==> config.mk <==
export PLATFORM = sky130hd
export DESIGN_NAME = tag_ex_stage
export DESIGN_NICKNAME = d
export VERILOG_FILES = /design/src/rtl/tag_ex_stage.sv
export SDC_FILE = /design/constraint.sdc
export NUM_CORES = 1
export LEC_CHECK = 0
export ABC_AREA = 0
export BUFFER_PORTS_ARGS = -buffer_cell sky130_fd_sc_hd__buf_2
export CORE_UTILIZATION = 30
export CTS_CLUSTER_DIAMETER = 100
export DETAILED_ROUTE_END_ITERATION = 8
export PLACE_DENSITY = 0.61
export SLEW_MARGIN = 15
export SYNTH_ARGS = -nofsm -noshare
export SYNTH_HDL_FRONTEND = slang
export SYNTH_SLANG_ARGS = --single-unit
==> constraint.sdc <==
create_clock -name clk -period 2.19 [get_ports clk]
set_input_delay 0.438 -clock clk [delete_from_list [all_inputs] [get_ports clk]]
set_output_delay 0.438 -clock clk [all_outputs]
set_load 0.02 [all_outputs]
==> src/rtl/tag_ex_stage.sv <==
// Single-entry tag execute stage: derives the result tag from the operand tags,
// holds it for writeback, and traps tag-check violations until they are acknowledged.
//
// state   | meaning
// --------+-------------------------------------------------------------
// S_EMPTY | no instruction held; ready to capture
// S_FULL  | result tag held; wb_valid_o asserted until writeback accepts
// S_EXC   | violation pending; exc_o asserted, rd never written
module tag_ex_stage #(
  parameter int ALU_MODE_WIDTH = 2,
  parameter int CNT_WIDTH      = 8
) (
  input  logic                      clk,
  input  logic                      rst,
  input  logic                      id_valid_i,
  output logic                      ex_ready_o,
  input  logic [ALU_MODE_WIDTH-1:0] alu_operator_i_mode,
  input  logic                      rs1_tag_i,
  input  logic                      rs2_tag_i,
  input  logic                      rd_old_tag_i,
  input  logic [4:0]                rd_addr_i,
  input  logic                      rd_we_i,
  input  logic                      check_i,
  input  logic                      check_en_i,
  input  logic                      flush_i,
  input  logic                      wb_ready_i,
  output logic                      wb_valid_o,
  output logic                      wb_tag_o,
  output logic [4:0]                wb_addr_o,
  output logic                      wb_we_o,
  output logic                      exc_o,
  input  logic                      exc_ack_i,
  output logic [CNT_WIDTH-1:0]      viol_cnt_o
);

  localparam logic [ALU_MODE_WIDTH-1:0] MODE_OLD = ALU_MODE_WIDTH'(0);
  localparam logic [ALU_MODE_WIDTH-1:0] MODE_AND = ALU_MODE_WIDTH'(1);
  localparam logic [ALU_MODE_WIDTH-1:0] MODE_OR  = ALU_MODE_WIDTH'(2);
  localparam logic [CNT_WIDTH-1:0]      CNT_MAX  = {CNT_WIDTH{1'b1}};

  typedef enum logic [1:0] {
    S_EMPTY = 2'd0,
    S_FULL  = 2'd1,
    S_EXC   = 2'd2
  } state_t;

  state_t               state_q, state_d;
  logic                 result_tag;
  logic                 violation;
  logic                 capture;
  logic                 enter_exc;
  logic                 wb_tag_q;
  logic [4:0]           wb_addr_q;
  logic                 wb_we_q;
  logic [CNT_WIDTH-1:0] viol_cnt_q;

  // CLEAR and any unencoded wider mode value both produce an untainted result
  always_comb begin
    result_tag = 1'b0;
    case (alu_operator_i_mode)
      MODE_OLD: result_tag = rd_old_tag_i;
      MODE_AND: result_tag = rs1_tag_i & rs2_tag_i;
      MODE_OR:  result_tag = rs1_tag_i | rs2_tag_i;
      default:  result_tag = 1'b0;
    endcase
  end

  assign ex_ready_o = (state_q == S_EMPTY) || ((state_q == S_FULL) && wb_ready_i);
  assign capture    = id_valid_i && ex_ready_o && !flush_i;
  assign violation  = check_i && check_en_i && result_tag;
  assign enter_exc  = capture && violation;

  always_comb begin
    state_d = state_q;
    unique case (state_q)
      S_EMPTY: begin
        if (capture) state_d = violation ? S_EXC : S_FULL;
      end
      S_FULL: begin
        if (flush_i)         state_d = S_EMPTY;
        else if (capture)    state_d = violation ? S_EXC : S_FULL;
        else if (wb_ready_i) state_d = S_EMPTY;
      end
      S_EXC: begin
        if (exc_ack_i) state_d = S_EMPTY;
      end
      default: state_d = S_EMPTY;
    endcase
  end

  always_ff @(posedge clk or posedge rst) begin
    if (rst) begin
      state_q    <= S_EMPTY;
      wb_tag_q   <= 1'b0;
      wb_addr_q  <= 5'd0;
      wb_we_q    <= 1'b0;
      viol_cnt_q <= '0;
    end else begin
      state_q <= state_d;
      if (capture) begin
        wb_tag_q  <= result_tag;
        wb_addr_q <= rd_addr_i;
        // a trapped instruction must never look like a pending register write
        wb_we_q   <= rd_we_i && !violation;
      end
      if (enter_exc && (viol_cnt_q != CNT_MAX)) viol_cnt_q <= viol_cnt_q + CNT_WIDTH'(1);
    end
  end

  assign wb_valid_o = (state_q == S_FULL);
  assign exc_o      = (state_q == S_EXC);
  assign wb_tag_o   = wb_tag_q;
  assign wb_addr_o  = wb_addr_q;
  assign wb_we_o    = wb_we_q;
  assign viol_cnt_o = viol_cnt_q;

endmodule
After elaboration in Yosys (flattened, before gate mapping)
Index checks and enable logic that the tools add are counted.
{"block": "word_totals", "ff_bits": 17, "input_bits": 19, "output_inout_bits": 18, "elab_cells": 38}
{"block": "classes", "n_addsub": 1, "eq_ne": 8, "n_mux": 8, "n_bitwise": 2, "reduce_logical": 14}
{"op": "$mux W2", "n": 6}
{"op": "$add A8 B1 Y8 const B", "n": 1}
{"op": "$logic_and A1 B1 Y1", "n": 8}
{"op": "$ne A8 B8 Y1 const B", "n": 1}
{"op": "$pmux W2 S3", "n": 1}
{"op": "$eq A2 B1 Y1 const B", "n": 2}
{"op": "$eq A2 B2 Y1 const B", "n": 2}
{"op": "$logic_not A2 Y1", "n": 2}
{"op": "$ne A4 B3 Y1 const B", "n": 1}
{"op": "$pmux W1 S3", "n": 1}
{"op": "$reduce_and A3 Y1", "n": 1}
{"op": "$logic_not A1 Y1", "n": 2}
{"op": "$ne A2 B1 Y1 const B", "n": 1}
{"op": "$ne A2 B2 Y1 const B", "n": 1}
{"op": "$and A1 B1 Y1", "n": 1}
{"op": "$logic_or A1 B1 Y1", "n": 1}
{"op": "$or A1 B1 Y1", "n": 1}

Depth between registers and ports, before layout
{"block": "depth", "word_depth": 8, "depth_mapped": 6, "depth_no_buf": 5}

Least setup slack after synthesis
OpenSTA, ideal clock, no wires.
{"block": "synth_timing", "path_kind": "input to register", "from": "input port wb_ready_i", "to": "register viol_cnt_q[5] (netlist: viol_cnt_o[5])", "setup_time_ns": 0.129, "arrival_time_ns": 1.897, "t_required_ns": 2.061, "path_slack_ns": 0.163, "path_stages": 5, "path_buffers": 0, "path_cell_list": "inv_2 a2111oi_4 or3b_4 or4_4 xnor2_2"}
{"block": "synth_via", "elab_chain_len": 6}
{"item": "start, declared", "line_no": "26", "source": "input logic wb_ready_i,"}
{"item": "$logic_and A1 B1 Y1", "line_no": "68", "source": "assign ex_ready_o = (state_q == S_EMPTY) || ((state_q == S_FULL) && wb_ready_i);"}
{"item": "$logic_or A1 B1 Y1", "line_no": "68"}
{"item": "$logic_and A1 B1 Y1 (2 in series)", "line_no": "69", "source": "assign capture = id_valid_i && ex_ready_o && !flush_i;"}
{"item": "$logic_and A1 B1 Y1", "line_no": "71", "source": "assign enter_exc = capture && violation;"}
{"item": "$logic_and A1 B1 Y1", "line_no": "106", "source": "if (enter_exc && (viol_cnt_q != CNT_MAX)) viol_cnt_q <= viol_cnt_q + CNT_WIDTH'(1);"}
{"item": "end signal, assigned", "line_no": "106"}
{"item": "end, declared", "line_no": "55", "source": "logic [CNT_WIDTH-1:0] viol_cnt_q;"}
Every way passes these cells.
A chain may end at the register's enable or synchronous reset.

Worst setup path in the final report
{"block": "layout_timing", "from": "register state_q[0]", "to": "register viol_cnt_q[5] (netlist: viol_cnt_o[5])"}
{"block": "layout_via", "elab_chain_len": 7, "elab_cells_between_ends": 8, "cone_classes": "eq/ne (1); reduce/logical (7)"}
{"item": "start, declared", "line_no": "47", "source": "state_t state_q, state_d;"}
{"item": "start signal, assigned", "line_no": "99", "source": "state_q <= state_d;"}
{"item": "$eq A2 B1 Y1", "line_no": "68"}
{"item": "$logic_and A1 B1 Y1", "line_no": "68"}
{"item": "$logic_or A1 B1 Y1 (*)", "line_no": "68"}
{"item": "$logic_and A1 B1 Y1 (*) (2 in series)", "line_no": "69"}
{"item": "$logic_and A1 B1 Y1 (*)", "line_no": "71"}
{"item": "$logic_and A1 B1 Y1 (*)", "line_no": "106"}
Every way passes the cells marked *; elsewhere a longest branch is shown, timed or not.

==> impl_metrics.ini <==
[placed_design]
dpl.hpwl_um = 1289
place.gp.congestion = 0.7154
io_buffer_count = 36

[layout]
area_delta_synth_final_pct = 31.52
fin_util = 0.4287
nFillCells = 271
drive_above_1_share = 0.5140
nets = 128
antennaDiodeCount = 0

[sta]
fin_skew_ps = 1.185
worst_pin_slew_ps = 622.0
drv_slew = 0
rsz0062_at_grt = no
finalHoldViolCount = 0
fmaxAchievable_ghz = 0.5009
period_minus_slack_ps = 1996
tns_ps = 0
min_period_over_period = 0.9116
max_slew_margin = 0.5849
setup_violations = 0

[status]
status = finished clean

[logic_synthesis]
seq_area_frac_synth = 0.5128
yosys_warnings = 0
async_flop_share = 1.000
synth_edf_count = 0
ys_top_cells_by_area = dfrtp_1, mux2_2, xnor2_1
syn-num-nets = 85
synth_top_area_frac = 0.5128
yosys.area.top_type = dfrtp_1
synth_cell_types = 29
synthCells = 65
ys_seq_elements = 17
syn_avg_cell_area_sq_um = 12.76
synth_commonest_cells = dfrtp_1, mux2_2, nand2_1, xnor2_1, inv_1
synthesis.area_sq_um = 829.5
yosysMostFrequentCell = dfrtp_1
synth-main-ff-cell = dfrtp_1

[grt]
grt_max_degree = 18
gr-total-overflow = 0
grt_first_pass_wirelength_um = 2594
antenna_found_initial = 0
grt_use_total = 0.1263
grt_pass1_vias = 657

[detailed_routing]
ant_nets = 0
first_iter_violations = 1
vias = 654
drc = 0
routedWlPerCell_um = 11.62
first_pass_iters = 2
routed_wl_um = 1592
drt-vias-per-instance = 4.774

[clock_tree]
postCtsSetupRepairBufs = 0
cts.htree.levels = 1
cts_buffers = 3
cts_hold_buffers = 0
clk_path_buf_depth = 2
cts_root_buf = clkbuf_4
clk_pin_slew_ps = 90
tritoncts = done
clkLatencyLatePin_ps = 290
post_cts.resized_instances = 0
cts_num_sinks = 17

[setup_path]
worst_setup_path_start_kind = flip-flop
r2r_slack_ps = 190
arrival_ps = 2180
reg2reg_from = state_q[0]$_DFFE_PP0P_
path_max_fanout = 5
setup.worst_path.end_class = flip-flop
path_class = reg2reg
crit_path_start = state_q[0]$_DFFE_PP0P_
crit_required_ps = 2370

[pwr]
finalPower_mw = 0.7936
vdd_ir_drop_max_uv = 521.4
cellLeakagePower_nw = 0.5442
p_per_area_mw_per_mm2 = 727.4

[die]
core.rowCount = 18
dieArea_sq_mm = 0.002980
start_util = 0.3260
io_pins = 37
core_area_sq_mm = 0.002545
fp.dieW_um = 54.59
die_h_um = 54.59

[worst_hold_path]
hp-class = in2async

[job]
drv_cap = 0
==> routing by layer <==
layer | GRT usage | vias to the layer above | part of all wire
met2 | 0.2349 | 23 | 0.49
met4 | 0.03846 | 0 | 0.010
met3 | 0.05000 | 2 | 0.067
met1 | 0.1263 | 310 | 0.43
li1 | - | 319 | -
met5 | 0 | - | 0
==> logic make-up (layout without fill, tap and decap cells) <==
kind of cell / count (synthesis) / after routing / synth area share
XOR/XNOR: 7 / 7 / 0.08296
AO/OA/AOI/OAI: 6 / 6 / 0.07543
adder cells (fa/ha/maj): 1 / 1 / 0.01508
multiplexers: 8 / 8 / 0.1071
AND/OR/NAND/NOR: 21 / 21 / 0.1825
flip-flops: 17 / 17 / 0.5128
buffers and inverters: 5 / 47 / 0.02412
==> worst max-delay path, stage by stage (launching register included) <==
cell and delay (ps):
dfrtp_1 450, a2111oi_4 330, or3b_4 420, or4_4 550, xnor2_2 140
==> sequential cells by signal, indices dropped and copies added (netlist names) <==
name        flops
wb_we_o         1
wb_tag_o        1
wb_addr_o       5
state_q         2
viol_cnt_o      8
==> layout make-up <==
class | instances | area (sq um) | area share
clock buffers | 4 | 26.28 | 0.02408
inverters | 4 | 15.01 | 0.01376
multi-input cells | 43 | 384.1 | 0.3521
flip-flops and latches | 17 | 425.4 | 0.3899
well taps | 30 | 37.54 | 0.03440
repair buffers | 39 | 202.7 | 0.1858
==> layout by cell type (no fill, tap or decap), drive strengths merged, types with 2 or more instances in the layout <==
cell type / n
a21oi: 2
and4: 2
buf: 39
clkbuf: 4
dfrtp: 17
inv: 4
mux2: 7
nand2: 4
nand3: 2
nand4: 2
nor2: 2
xnor2: 5
xor2: 2
==> metrics by stage <==
step	hold WS [ps]	setup WS (ps)	cell area (sq um)	instances
3_3_place_gp	478.8	40.61	1065	133
6_report	211.1	193.6	1091	137
5_1_grt	266.9	129.4	1091	137
4_1_cts	225.7	174.9	1091	137
2_1_floorplan	364.1	163.3	829.5	65
3_5_place_dp	478.4	13.33	1065	133
==> worst paths after layout <==
kind | endpoint | depth (start not counted)
setup reg to reg | viol_cnt_o[5]$_DFFE_PP0P_ | 4
max in group asynchronous | wb_addr_o[3]$_DFFE_PP0N_ | 2
hold / removal | wb_addr_o[2]$_DFFE_PP0N_ | 2
setup / recovery | viol_cnt_o[5]$_DFFE_PP0P_ | 4
hold reg to reg | viol_cnt_o[7]$_DFFE_PP0P_ | 1
min in group clk | state_q[1]$_DFFE_PP0P_ | 2
==> power by group <==
part           internal, mW  switching, mW
clock network        0.0709         0.0906
logic                 0.100          0.129
registers             0.361         0.0424
total                 0.532          0.262
No activity file was read; power rests on OpenSTA's default activity.
